--- config.mk ---
export PLATFORM = sky130hd
export DESIGN_NAME = ram_seq_ctrl_flat
export DESIGN_NICKNAME = d
export VERILOG_FILES = /design/src/rtl/ram_seq_ctrl_if.sv /design/src/rtl/ram_seq_ctrl.sv /design/src/flat_wrapper.sv
export SDC_FILE = /design/constraint.sdc
export NUM_CORES = 1
export LEC_CHECK = 0
export CAP_MARGIN = 20
export CORE_ASPECT_RATIO = 1.4
export CORE_UTILIZATION = 45
export CTS_CLUSTER_SIZE = 8
export DETAILED_ROUTE_END_ITERATION = 10
export DONT_BUFFER_PORTS = 1
export HOLD_SLACK_MARGIN = 0.05
export PLACE_DENSITY = 0.57
export SYNTH_ARGS = -nofsm -noshare
export SYNTH_HDL_FRONTEND = slang
export SYNTH_SLANG_ARGS = --single-unit
--- constraint.sdc ---
create_clock -name clk -period 3.4 [get_ports clk]
set_clock_uncertainty 0.05 [all_clocks]
set_input_delay 0.68 -clock clk [delete_from_list [all_inputs] [get_ports clk]]
set_output_delay 0.68 -clock clk [all_outputs]
set_load 0.02 [all_outputs]
--- src/rtl/ram_seq_ctrl_if.sv ---
// Bundle of command, fill/dump stream and RAM-drive signals for ram_seq_ctrl.
interface ram_seq_ctrl_if #(
  parameter int DATA_WIDTH = 18,
  parameter int ADDR_WIDTH = 10
);
  logic                  cmd_valid;
  logic                  cmd_ready;
  logic                  cmd_op;
  logic [ADDR_WIDTH-1:0] cmd_base;
  logic [ADDR_WIDTH-1:0] cmd_len;
  logic                  wr_valid;
  logic [DATA_WIDTH-1:0] wr_data;
  logic                  wr_ready;
  logic                  rd_valid;
  logic [DATA_WIDTH-1:0] rd_data;
  logic                  rd_ready;
  logic                  busy;
  logic                  done;
  logic [ADDR_WIDTH-1:0] ram_addr;
  logic [DATA_WIDTH-1:0] ram_din;
  logic                  ram_we;
  logic [DATA_WIDTH-1:0] ram_dout;

  modport master (
    output cmd_valid, cmd_op, cmd_base, cmd_len, wr_valid, wr_data, rd_ready, ram_dout,
    input  cmd_ready, wr_ready, rd_valid, rd_data, busy, done, ram_addr, ram_din, ram_we
  );

  modport slave (
    input  cmd_valid, cmd_op, cmd_base, cmd_len, wr_valid, wr_data, rd_ready, ram_dout,
    output cmd_ready, wr_ready, rd_valid, rd_data, busy, done, ram_addr, ram_din, ram_we
  );
endinterface

--- src/rtl/ram_seq_ctrl.sv ---
// Burst fill/dump sequencer for a single-port block RAM with 1-cycle read latency.
module ram_seq_ctrl #(
  parameter int DATA_WIDTH = 18,
  parameter int ADDR_WIDTH = 10
) (
  input logic           clk,
  input logic           rst,
  ram_seq_ctrl_if.slave bus
);
  typedef enum logic [1:0] {IDLE, FILL, DUMP} state_t;

  localparam logic [ADDR_WIDTH-1:0] ONE_A = {{(ADDR_WIDTH-1){1'b0}}, 1'b1};

  state_t                state, state_nxt;
  logic [ADDR_WIDTH-1:0] ptr, remaining, addr_q;
  logic                  issue_done, done_q, inflight_p1;
  logic [DATA_WIDTH-1:0] fifo_mem [2];
  logic                  fifo_rd, fifo_wr;
  logic [1:0]            fifo_cnt;
  logic [2:0]            occ;
  logic                  accept, wr_fire, issue, pop, last_wr, last_pop;

  assign bus.rd_valid = (fifo_cnt != 2'd0);
  assign bus.rd_data  = fifo_mem[fifo_rd];
  assign bus.busy     = (state != IDLE);
  assign bus.done     = done_q;

  // State register.
  always_ff @(posedge clk) begin
    if (rst) state <= IDLE;
    else     state <= state_nxt;
  end

  // Next state, stream handshakes, RAM drive and read-issue decision.
  always_comb begin
    state_nxt     = state;
    accept        = 1'b0;
    wr_fire       = 1'b0;
    issue         = 1'b0;
    pop           = 1'b0;
    last_wr       = 1'b0;
    last_pop      = 1'b0;
    occ           = 3'd0;
    bus.cmd_ready = 1'b0;
    bus.wr_ready  = 1'b0;
    bus.ram_we    = 1'b0;
    bus.ram_din   = '0;
    bus.ram_addr  = addr_q;
    unique case (state)
      IDLE: begin
        // The done cycle is spent in IDLE but commands wait one more cycle.
        bus.cmd_ready = !done_q;
        accept        = bus.cmd_valid && !done_q;
        if (accept) state_nxt = bus.cmd_op ? DUMP : FILL;
      end
      FILL: begin
        bus.wr_ready = 1'b1;
        bus.ram_addr = ptr;
        bus.ram_din  = bus.wr_data;
        // Gate with rst so an aborted fill cannot write in the reset cycle.
        wr_fire      = bus.wr_valid && !rst;
        bus.ram_we   = wr_fire;
        last_wr      = wr_fire && (remaining == '0);
        if (last_wr) state_nxt = IDLE;
      end
      DUMP: begin
        pop   = bus.rd_valid && bus.rd_ready;
        occ   = {1'b0, fifo_cnt} + {2'b00, inflight_p1} - {2'b00, pop};
        issue = !issue_done && (occ < 3'd2);
        if (issue) bus.ram_addr = ptr;
        last_pop = pop && issue_done && !inflight_p1 && (fifo_cnt == 2'd1);
        if (last_pop) state_nxt = IDLE;
      end
      default: state_nxt = IDLE;
    endcase
  end

  // Control registers: pointer, word counter, read-in-flight flag, FIFO pointers.
  always_ff @(posedge clk) begin
    if (rst) begin
      ptr         <= '0;
      remaining   <= '0;
      addr_q      <= '0;
      issue_done  <= 1'b0;
      done_q      <= 1'b0;
      inflight_p1 <= 1'b0;
      fifo_rd     <= 1'b0;
      fifo_wr     <= 1'b0;
      fifo_cnt    <= 2'd0;
    end else begin
      done_q      <= last_wr || last_pop;
      addr_q      <= bus.ram_addr;
      // p0 -> p1: read address presented, RAM data returns next cycle.
      inflight_p1 <= issue;
      if (accept) begin
        ptr        <= bus.cmd_base;
        remaining  <= bus.cmd_len;
        issue_done <= 1'b0;
      end else if (wr_fire || issue) begin
        ptr <= ptr + ONE_A;
        if (remaining == '0) issue_done <= 1'b1;
        else                 remaining  <= remaining - ONE_A;
      end
      if (inflight_p1) fifo_wr <= ~fifo_wr;
      if (pop)         fifo_rd <= ~fifo_rd;
      fifo_cnt <= fifo_cnt + {1'b0, inflight_p1} - {1'b0, pop};
    end
  end

  // p1 -> FIFO: capture RAM read data one cycle after the read was issued.
  always_ff @(posedge clk) begin
    if (inflight_p1) fifo_mem[fifo_wr] <= bus.ram_dout;
  end
endmodule

--- src/flat_wrapper.sv ---
// flat-port wrapper written by rule: the top's interface ports become plain ports
module ram_seq_ctrl_flat 
#(
  parameter int DATA_WIDTH = 18,
  parameter int ADDR_WIDTH = 10
)
  (clk, rst, bus_cmd_valid, bus_cmd_op, bus_cmd_base, bus_cmd_len, bus_wr_valid, bus_wr_data, bus_rd_ready, bus_ram_dout, bus_cmd_ready, bus_wr_ready, bus_rd_valid, bus_rd_data, bus_busy, bus_done, bus_ram_addr, bus_ram_din, bus_ram_we);
  ram_seq_ctrl_if #(.DATA_WIDTH(DATA_WIDTH), .ADDR_WIDTH(ADDR_WIDTH)) bus_i ();
  input logic clk;
  input logic rst;
  input wire logic [$bits(bus_i.cmd_valid)-1:0] bus_cmd_valid;
  input wire logic [$bits(bus_i.cmd_op)-1:0] bus_cmd_op;
  input wire logic [$bits(bus_i.cmd_base)-1:0] bus_cmd_base;
  input wire logic [$bits(bus_i.cmd_len)-1:0] bus_cmd_len;
  input wire logic [$bits(bus_i.wr_valid)-1:0] bus_wr_valid;
  input wire logic [$bits(bus_i.wr_data)-1:0] bus_wr_data;
  input wire logic [$bits(bus_i.rd_ready)-1:0] bus_rd_ready;
  input wire logic [$bits(bus_i.ram_dout)-1:0] bus_ram_dout;
  output wire logic [$bits(bus_i.cmd_ready)-1:0] bus_cmd_ready;
  output wire logic [$bits(bus_i.wr_ready)-1:0] bus_wr_ready;
  output wire logic [$bits(bus_i.rd_valid)-1:0] bus_rd_valid;
  output wire logic [$bits(bus_i.rd_data)-1:0] bus_rd_data;
  output wire logic [$bits(bus_i.busy)-1:0] bus_busy;
  output wire logic [$bits(bus_i.done)-1:0] bus_done;
  output wire logic [$bits(bus_i.ram_addr)-1:0] bus_ram_addr;
  output wire logic [$bits(bus_i.ram_din)-1:0] bus_ram_din;
  output wire logic [$bits(bus_i.ram_we)-1:0] bus_ram_we;
  assign bus_i.cmd_valid = bus_cmd_valid;
  assign bus_i.cmd_op = bus_cmd_op;
  assign bus_i.cmd_base = bus_cmd_base;
  assign bus_i.cmd_len = bus_cmd_len;
  assign bus_i.wr_valid = bus_wr_valid;
  assign bus_i.wr_data = bus_wr_data;
  assign bus_i.rd_ready = bus_rd_ready;
  assign bus_i.ram_dout = bus_ram_dout;
  assign bus_cmd_ready = bus_i.cmd_ready;
  assign bus_wr_ready = bus_i.wr_ready;
  assign bus_rd_valid = bus_i.rd_valid;
  assign bus_rd_data = bus_i.rd_data;
  assign bus_busy = bus_i.busy;
  assign bus_done = bus_i.done;
  assign bus_ram_addr = bus_i.ram_addr;
  assign bus_ram_din = bus_i.ram_din;
  assign bus_ram_we = bus_i.ram_we;
  ram_seq_ctrl #(.DATA_WIDTH(DATA_WIDTH), .ADDR_WIDTH(ADDR_WIDTH)) u_core (.clk(clk), .rst(rst), .bus(bus_i));
endmodule
==> results of run 1 <==
[state kept, by name (all words and copies together), names as in the netlist, named ones only]
signal / flops
u_core.fifo_mem: 36
u_core.addr_q: 10
u_core.ptr: 10
u_core.remaining: 10
u_core.fifo_cnt: 2
u_core.state: 2
u_core.bus.done: 1
u_core.fifo_rd: 1
u_core.fifo_wr: 1
u_core.inflight_p1: 1
u_core.issue_done: 1
[kinds of logic after synthesis]
family                   count (synthesis)  share of synthesized area (%)
AND/OR/NAND/NOR                        125                           19.1
flip-flops                              76                           51.1
AO/OA/AOI/OAI                           75                           15.0
buffers and inverters                   34                           4.01
multiplexers                            20                           6.05
adder cells (fa/ha/maj)                  9                           3.26
XOR/XNOR                                 6                           1.43
[power breakdown]
part           switching (W)  leakage [nW]  internal, W
clock               0.000303        0.0890     0.000337
sequential          0.000142         0.654      0.00111
combinational       0.000919         0.714     0.000469
[what timing repair did]
action | CTS | global route
resized for setup | 5 | 49
buffers inserted | 0 | 3
gates cloned | 0 | 1
endpoints found under the setup margin | 10 | 10
pin swaps | 4 | 8
[worst max path at each step]
stage | start | to
after global placement | bus_rd_ready | bus_ram_addr[1]
after CTS | u_core.fifo_cnt[0]$_SDFF_PP0_ | bus_ram_addr[3]
after detailed placement | bus_rd_ready | bus_ram_addr[2]
final | u_core.fifo_cnt[0]$_SDFF_PP0_ | bus_ram_addr[8]
after floorplan | bus_rd_ready | bus_ram_addr[0]
after global routing | u_core.fifo_cnt[0]$_SDFF_PP0_ | bus_ram_addr[3]
[layout make-up]
| class | count | share of cell area (%) |
|---|---|---|
| clock buffers | 13 | 3.35 |
| clock inverters | 3 | 0.936 |
| inverters | 15 | 1.36 |
| multi-input cells | 235 | 43.4 |
| flip-flops and latches | 76 | 45.6 |
| well taps | 100 | 3.02 |
| repair buffers | 12 | 2.36 |
[layer usage]
layer,up-vias,part of all wire [%],track usage [%]
li1,1299,-,-
met1,1262,43,23.4
met2,68,51,31.9
met3,6,5.3,4.69
met4,0,1.1,7.94
met5,-,0,0
[synthesized netlist by cell type, drive strengths merged, types with 3 or more instances]
master   n  area (sq um)
a21oi   14          70.1
a22oi    3          22.5
a311oi  13           126
and2    21           131
buf      8          50.1
clkbuf  11          41.3
dfxtp   40           801
edfxtp  36          1080
ha       8           100
inv     15          56.3
mux2    18           203
nand2   18          67.6
nand2b   4          25.0
nand3   18          90.1
nand3b   3          22.5
nand4    3          18.8
nand4b   3          26.3
nor2    24          90.1
nor3     4          31.3
o211ai   3          22.5
o21ai   19          95.1
o311ai   3          26.3
o31ai    9          86.3
or3      6          37.5
or4      8          63.8
xnor2    4          35.0
[per-stage QoR]
stage                     power, W  std cells
after floorplan            0.00227        345
after global placement     0.00252        434
after detailed placement   0.00253        434
after CTS                  0.00318        450
after global routing       0.00348        454
final                      0.00328        454
==> metrics.txt, run 1 <==
# TYPE chip_impl_metric gauge
chip_impl_info{name="status",value="finished, final reports clean"} 1
chip_impl_metric{name="worst-path-buf-inv",unit=""} 1
chip_impl_metric{name="grtUsageTotal",unit="%"} 19.0
chip_impl_metric{name="cts_hold_buf",unit=""} 0
chip_impl_info{name="synth_top_flop_cell",value="dfxtp_1"} 1
chip_impl_info{name="holdPathEnd",value="u_core.bus.done$_SDFF_PP0_"} 1
chip_impl_metric{name="ff_latch_area",unit="sq mm"} 0.00189
chip_impl_info{name="hp-start",value="rst"} 1
chip_impl_metric{name="cells_on_worst_reg2reg_path",unit=""} 10
chip_impl_metric{name="p_per_area",unit="mW/mm^2"} 793
chip_impl_metric{name="setup_viol_count_final",unit=""} 0
chip_impl_metric{name="cts_bufs_inserted",unit=""} 9
chip_impl_metric{name="core_region_area",unit="sq mm"} 0.00785
chip_impl_metric{name="start_util",unit="%"} 46.9
chip_impl_metric{name="final.setup.tns",unit="ns"} 0
chip_impl_metric{name="top_level_ports",unit=""} 114
chip_impl_metric{name="synth.avg_cell_area",unit="sq um"} 10.7
chip_impl_metric{name="die-width",unit="um"} 78.4
chip_impl_metric{name="drtAntennaViolNets",unit=""} 0
chip_impl_metric{name="synthesis.instances",unit=""} 345
chip_impl_metric{name="finalMaxSlewViolations",unit=""} 0
chip_impl_metric{name="cp.depth",unit=""} 8
chip_impl_info{name="endpoint_kind",value="primary output"} 1
chip_impl_info{name="crit_chain",value="o21a_1, ha_1, nand2b_1, fa_1, inv_1, o31a_4, o21ai_2, nand2_4"} 1
chip_impl_metric{name="synth-warning-count",unit=""} 0
chip_impl_metric{name="routed_wl",unit="um"} 8090
chip_impl_metric{name="vias_after_detailed_routing",unit=""} 2635
chip_impl_info{name="clock_tree_root_buffer_cell",value="clkbuf_8"} 1
chip_impl_metric{name="min_period_over_period",unit="%"} 97.9
chip_impl_metric{name="whs",unit="ns"} 0.371
chip_impl_metric{name="post_route_cell_area",unit="sq mm"} 0.00414
chip_impl_metric{name="drv.max_cap_violation_count",unit=""} 0
chip_impl_metric{name="final_net_count",unit=""} 420
chip_impl_metric{name="fill_cells",unit=""} 736
chip_impl_info{name="timing.rr.start",value="u_core.fifo_cnt[0]$_SDFF_PP0_"} 1
chip_impl_metric{name="post_route_cells_drive_above_1_share",unit="%"} 23.2
chip_impl_metric{name="tightestPinTransition",unit="ns"} 0.858
chip_impl_metric{name="power.leakage",unit="nW"} 1.46
chip_impl_metric{name="placed_inst_area",unit="sq mm"} 0.00377
chip_impl_info{name="setup.worst_path.class",value="reg2out"} 1
chip_impl_metric{name="clock_latency",unit="ns"} 0.34
chip_impl_info{name="final_cell_mix",value="37 x dfxtp_1, 36 x edfxtp_1, 24 x nor2_1, 20 x and2_1, 18 x mux2_2"} 1
chip_impl_metric{name="area_growth",unit="%"} 12.6
chip_impl_info{name="critical_path.top_delay_family",value="compound AO/OA/AOI/OAI gates"} 1
chip_impl_metric{name="worst_ep_required_time",unit="ns"} 2.67
chip_impl_metric{name="clk_pin_slew_worst_paths",unit="ns"} 0.07
chip_impl_metric{name="htreeDepth",unit=""} 3
chip_impl_metric{name="first_global_vias",unit=""} 2483
chip_impl_metric{name="overflow",unit=""} 0
chip_impl_metric{name="syn-num-nets",unit=""} 416
chip_impl_metric{name="io_buffers",unit=""} 0
chip_impl_metric{name="clock.fmax",unit="MHz"} 300
chip_impl_metric{name="number_of_flops_mapped_to_enable_cells_by_yosys",unit=""} 36
chip_impl_metric{name="multiInputGateArea",unit="sq mm"} 0.00180
chip_impl_info{name="setup.worst_path.start_class",value="flip-flop"} 1
chip_impl_info{name="tritoncts_clock_tree",value="built"} 1
chip_impl_metric{name="yosysUniqueCellTypes",unit=""} 57
chip_impl_metric{name="synth.ff_latch_count",unit=""} 76
chip_impl_metric{name="ff2ff_setup_slack",unit="ns"} 0.22
chip_impl_metric{name="dp_worst_setup_slack",unit="ns"} 0.0676
chip_impl_info{name="timing.hold.worst.class",value="in2reg"} 1
chip_impl_info{name="layout.cells.most_common",value="dfxtp_1"} 1
chip_impl_metric{name="die_area",unit="sq mm"} 0.00855
chip_impl_metric{name="floorplan.rows",unit=""} 38
chip_impl_metric{name="clock_tree.buffer_depth",unit=""} 2
chip_impl_metric{name="synth-seq-area-share",unit="%"} 51.1
chip_impl_metric{name="worst_ep_arrival_time",unit="ns"} 2.60
chip_impl_metric{name="grt_pass1_wl",unit="um"} 12500
chip_impl_metric{name="ir_worst_vdd",unit="uV"} 402
chip_impl_metric{name="drtPass1Iterations",unit=""} 4
chip_impl_metric{name="cp_slowest_stage_delay",unit="ns"} 0.51
chip_impl_info{name="worst_path_max_delay_cell",value="fa_1"} 1
chip_impl_metric{name="critical_path.max_fanout",unit=""} 10
chip_impl_metric{name="end_of_flow_core_utilization",unit="%"} 52.8
chip_impl_metric{name="synth_area",unit="sq mm"} 0.00368
chip_impl_metric{name="timing_hold_violations_final",unit=""} 0
chip_impl_metric{name="avgViaCountPerCell",unit=""} 5.80
chip_impl_metric{name="grt_start_max_net_pins",unit=""} 46
chip_impl_metric{name="period_needed",unit="ns"} 3.33
chip_impl_metric{name="total_drc_errors_in_the_routed_layout",unit=""} 0
chip_impl_metric{name="cts.sinks",unit=""} 76
chip_impl_info{name="grt_setup_unrepaired",value="yes"} 1
chip_impl_metric{name="final.setup.worst_slack",unit="ns"} 0.0718
chip_impl_metric{name="max-slew-margin-rel",unit="%"} 42.8
chip_impl_metric{name="dp_hpwl",unit="um"} 5610
chip_impl_metric{name="gp_congestion",unit=""} 0.797
chip_impl_metric{name="dieHeight",unit="um"} 109
chip_impl_metric{name="dr.first_iter.drc_count",unit=""} 95
chip_impl_info{name="regToRegEndpoint",value="u_core.remaining[0]$_SDFFE_PP0P_"} 1
chip_impl_metric{name="diodes",unit=""} 0
chip_impl_metric{name="route.detailed.wl_per_inst",unit="um"} 17.8
chip_impl_metric{name="number_of_stages_on_the_worst_hold_path",unit=""} 1
chip_impl_metric{name="async_flop_share",unit="%"} 0
chip_impl_metric{name="initial_antenna_violation_count",unit=""} 0
(Power assumes the default switching activity.)
==> run 2, diff against run 1 <==
--- a/config.mk
+++ b/config.mk
@@ -12,7 +12,7 @@
 export DETAILED_ROUTE_END_ITERATION = 10
 export DONT_BUFFER_PORTS = 1
 export HOLD_SLACK_MARGIN = 0.05
-export PLACE_DENSITY = 0.57
+export PLACE_DENSITY = 0.59
 export SYNTH_ARGS = -nofsm -noshare
 export SYNTH_HDL_FRONTEND = slang
 export SYNTH_SLANG_ARGS = --single-unit
==> constraint.sdc (replaced) <==
create_clock -name clk -period 2.85 [get_ports clk]
set_clock_uncertainty 0.05 [all_clocks]
set_input_delay 0.57 -clock clk [delete_from_list [all_inputs] [get_ports clk]]
set_output_delay 0.57 -clock clk [all_outputs]
set_load 0.02 [all_outputs]
==> metrics.txt, run 2 (synthesized netlist as in run 1, its figures left out) <==
# TYPE chip_impl_metric gauge
chip_impl_metric{name="critical_path.max_fanout",unit=""} 10
chip_impl_metric{name="gp_congestion",unit=""} 0.840
chip_impl_metric{name="timing_hold_violations_final",unit=""} 0
chip_impl_info{name="timing.hold.worst.class",value="in2reg"} 1
chip_impl_metric{name="p_per_area",unit="mW/mm^2"} 974
chip_impl_info{name="setup.worst_path.class",value="reg2out"} 1
chip_impl_metric{name="fill_cells",unit=""} 708
chip_impl_metric{name="final.setup.worst_slack",unit="ns"} -0.325
chip_impl_metric{name="area_growth",unit="%"} 19.2
chip_impl_metric{name="grt_start_max_net_pins",unit=""} 46
chip_impl_metric{name="worst_ep_required_time",unit="ns"} 2.23
chip_impl_metric{name="comb_power_share",unit="%"} 43.5
chip_impl_metric{name="post_route_cells_drive_above_1_share",unit="%"} 30.5
chip_impl_metric{name="net-switching-power",unit="W"} 0.00172
chip_impl_metric{name="period_needed",unit="ns"} 3.18
chip_impl_metric{name="number_of_stages_on_the_worst_hold_path",unit=""} 1
chip_impl_metric{name="cts.sinks",unit=""} 76
chip_impl_info{name="failed_checks",value="setup timing"} 1
chip_impl_metric{name="total_drc_errors_in_the_routed_layout",unit=""} 0
chip_impl_info{name="largest-register",value="u_core.fifo_mem"} 1
chip_impl_metric{name="cells_on_worst_reg2reg_path",unit=""} 9
chip_impl_metric{name="avgViaCountPerCell",unit=""} 5.85
chip_impl_info{name="tritoncts_clock_tree",value="built"} 1
chip_impl_metric{name="clock.fmax",unit="MHz"} 315
chip_impl_metric{name="vias_after_detailed_routing",unit=""} 2753
chip_impl_info{name="clock_tree_root_buffer_cell",value="clkbuf_8"} 1
chip_impl_metric{name="setup_viol_count_final",unit=""} 18
chip_impl_metric{name="cts_hold_buf",unit=""} 0
chip_impl_info{name="hp-start",value="rst"} 1
chip_impl_metric{name="die-width",unit="um"} 78.4
chip_impl_info{name="setup.worst_path.start_class",value="flip-flop"} 1
chip_impl_metric{name="largest_register_ffs",unit=""} 36
chip_impl_info{name="grt_setup_unrepaired",value="yes"} 1
chip_impl_metric{name="drtAntennaViolNets",unit=""} 0
chip_impl_info{name="status",value="finished, violations left"} 1
chip_impl_metric{name="drtPass1Iterations",unit=""} 4
chip_impl_info{name="final_cell_mix",value="39 x dfxtp_1, 36 x edfxtp_1, 25 x buf_4, 23 x nor2_1, 20 x and2_1"} 1
chip_impl_metric{name="min_period_over_period",unit="%"} 111
chip_impl_metric{name="tightestPinTransition",unit="ns"} 0.825
chip_impl_metric{name="clk_pin_slew_worst_paths",unit="ns"} 0.08
chip_impl_info{name="timing.rr.start",value="u_core.fifo_cnt[0]$_SDFF_PP0_"} 1
chip_impl_metric{name="io_buffers",unit=""} 0
chip_impl_info{name="layout.cells.most_common",value="dfxtp_1"} 1
chip_impl_metric{name="internal_power",unit="W"} 0.00255
chip_impl_metric{name="ir_worst_vdd",unit="uV"} 562
chip_impl_info{name="regToRegEndpoint",value="u_core.remaining[2]$_SDFFE_PP0P_"} 1
chip_impl_metric{name="dp_hpwl",unit="um"} 5810
chip_impl_metric{name="whs",unit="ns"} 0.251
chip_impl_info{name="endpoint_kind",value="primary output"} 1
chip_impl_metric{name="ff_latch_area",unit="sq mm"} 0.00188
chip_impl_metric{name="share_of_total_power_in_the_clock_network",unit="%"} 21.6
chip_impl_metric{name="route.detailed.wl_per_inst",unit="um"} 18.0
chip_impl_metric{name="routed_wl",unit="um"} 8490
chip_impl_metric{name="overflow",unit=""} 0
chip_impl_metric{name="floorplan.rows",unit=""} 38
chip_impl_metric{name="worst_ep_arrival_time",unit="ns"} 2.56
chip_impl_metric{name="top_level_ports",unit=""} 114
chip_impl_metric{name="dieHeight",unit="um"} 109
chip_impl_metric{name="cts_bufs_inserted",unit=""} 9
chip_impl_metric{name="grt_pass1_wl",unit="um"} 13300
chip_impl_metric{name="multiInputGateArea",unit="sq mm"} 0.00188
chip_impl_metric{name="drv.max_cap_violation_count",unit=""} 0
chip_impl_metric{name="power.leakage",unit="nW"} 1.58
chip_impl_metric{name="finalMaxSlewViolations",unit=""} 0
chip_impl_metric{name="die_area",unit="sq mm"} 0.00855
chip_impl_metric{name="final_net_count",unit=""} 437
chip_impl_metric{name="seq_power_share",unit="%"} 34.9
chip_impl_metric{name="clock_latency",unit="ns"} 0.34
chip_impl_metric{name="htreeDepth",unit=""} 3
chip_impl_metric{name="start_util",unit="%"} 46.9
chip_impl_metric{name="grtUsageTotal",unit="%"} 20.4
chip_impl_metric{name="initial_antenna_violation_count",unit=""} 0
chip_impl_info{name="holdPathEnd",value="u_core.remaining[2]$_SDFFE_PP0P_"} 1
chip_impl_metric{name="core_region_area",unit="sq mm"} 0.00785
chip_impl_metric{name="power_switching_share",unit="%"} 40.2
chip_impl_metric{name="dr.first_iter.drc_count",unit=""} 76
chip_impl_metric{name="max-slew-margin-rel",unit="%"} 45.0
chip_impl_metric{name="first_global_vias",unit=""} 2694
chip_impl_metric{name="diodes",unit=""} 0
chip_impl_metric{name="clock_tree.buffer_depth",unit=""} 2
chip_impl_metric{name="ff2ff_setup_slack",unit="ns"} -0.07
chip_impl_metric{name="total_power",unit="W"} 0.00427
==> run 2: power by group through the flow <==
stage | clock, W | combinational (W) | sequential (W)
5_1_grt | 0.000996 | 0.00202 | 0.00151
2_1_floorplan | 0 | 0.00131 | 0.00146
3_3_place_gp | 0 | 0.00164 | 0.00150
6_report | 0.000924 | 0.00186 | 0.00149
4_1_cts | 0.000947 | 0.00177 | 0.00148
3_5_place_dp | 0 | 0.00166 | 0.00150
==> run 2: cell type report <==
class / count / area share (%)
clock inverter: 2 / 0.856
sequential: 76 / 42.9
timing repair buffer: 27 / 4.79
clock buffer: 14 / 4.51
tap: 100 / 2.85
multi-input combinational: 237 / 42.8
inverter: 15 / 1.28
==> run 2: worst max path at each step <==
stage | slack [ns] | cells past startpoint | start | end
floorplan | -0.08 | 8 | bus_rd_ready | bus_ram_addr[0]
global placement | -0.20 | 9 | bus_rd_ready | u_core.remaining[0]$_SDFFE_PP0P_
detailed placement | -0.26 | 9 | bus_rd_ready | u_core.ptr[3]$_SDFFE_PP0P_
CTS | -0.35 | 8 | u_core.fifo_cnt[0]$_SDFF_PP0_ | bus_ram_addr[8]
global route | -0.45 | 9 | u_core.fifo_cnt[0]$_SDFF_PP0_ | bus_ram_addr[9]
finish | -0.33 | 9 | u_core.fifo_cnt[0]$_SDFF_PP0_ | bus_ram_addr[4]
==> run 2: what timing repair did <==
item,in CTS,in global routing
buffers inserted,3,2
resized for setup,9,15
pin swaps,11,9
setup endpoints to repair,22,25
gates cloned,2,0
==> run 2: through the flow <==
stage          area, sq um  TNS [ns]  std cells  setup WS, ns  util [%]
3_3_place_gp          3990     -3.56        449        -0.198      50.8
3_5_place_dp          3990     -4.52        449        -0.260      50.8
6_report              4390     -3.18        471        -0.325      55.9
2_1_floorplan         3780     -1.01        345       -0.0798         -
4_1_cts               4310     -3.34        470        -0.351      54.9
5_1_grt               4390     -5.62        471        -0.454      55.9
==> run 2: per-layer routing <==
layer	share of wire (%)	up-vias	GRT usage, %
met5	0	-	0
met4	1.6	0	8.86
met3	5.2	11	5.52
met2	53	66	36.0
met1	40	1340	23.1
li1	-	1336	-
==> run 2: critical path: stages (launching register included) <==
cell and delay, ns:
dfxtp_2 0.32, o21a_1 0.19, ha_1 0.27, nand2b_4 0.14, fa_2 0.54, nand3b_1 0.13
o21ai_2 0.18, buf_6 0.15, nand3_1 0.14, nand2_2 0.17
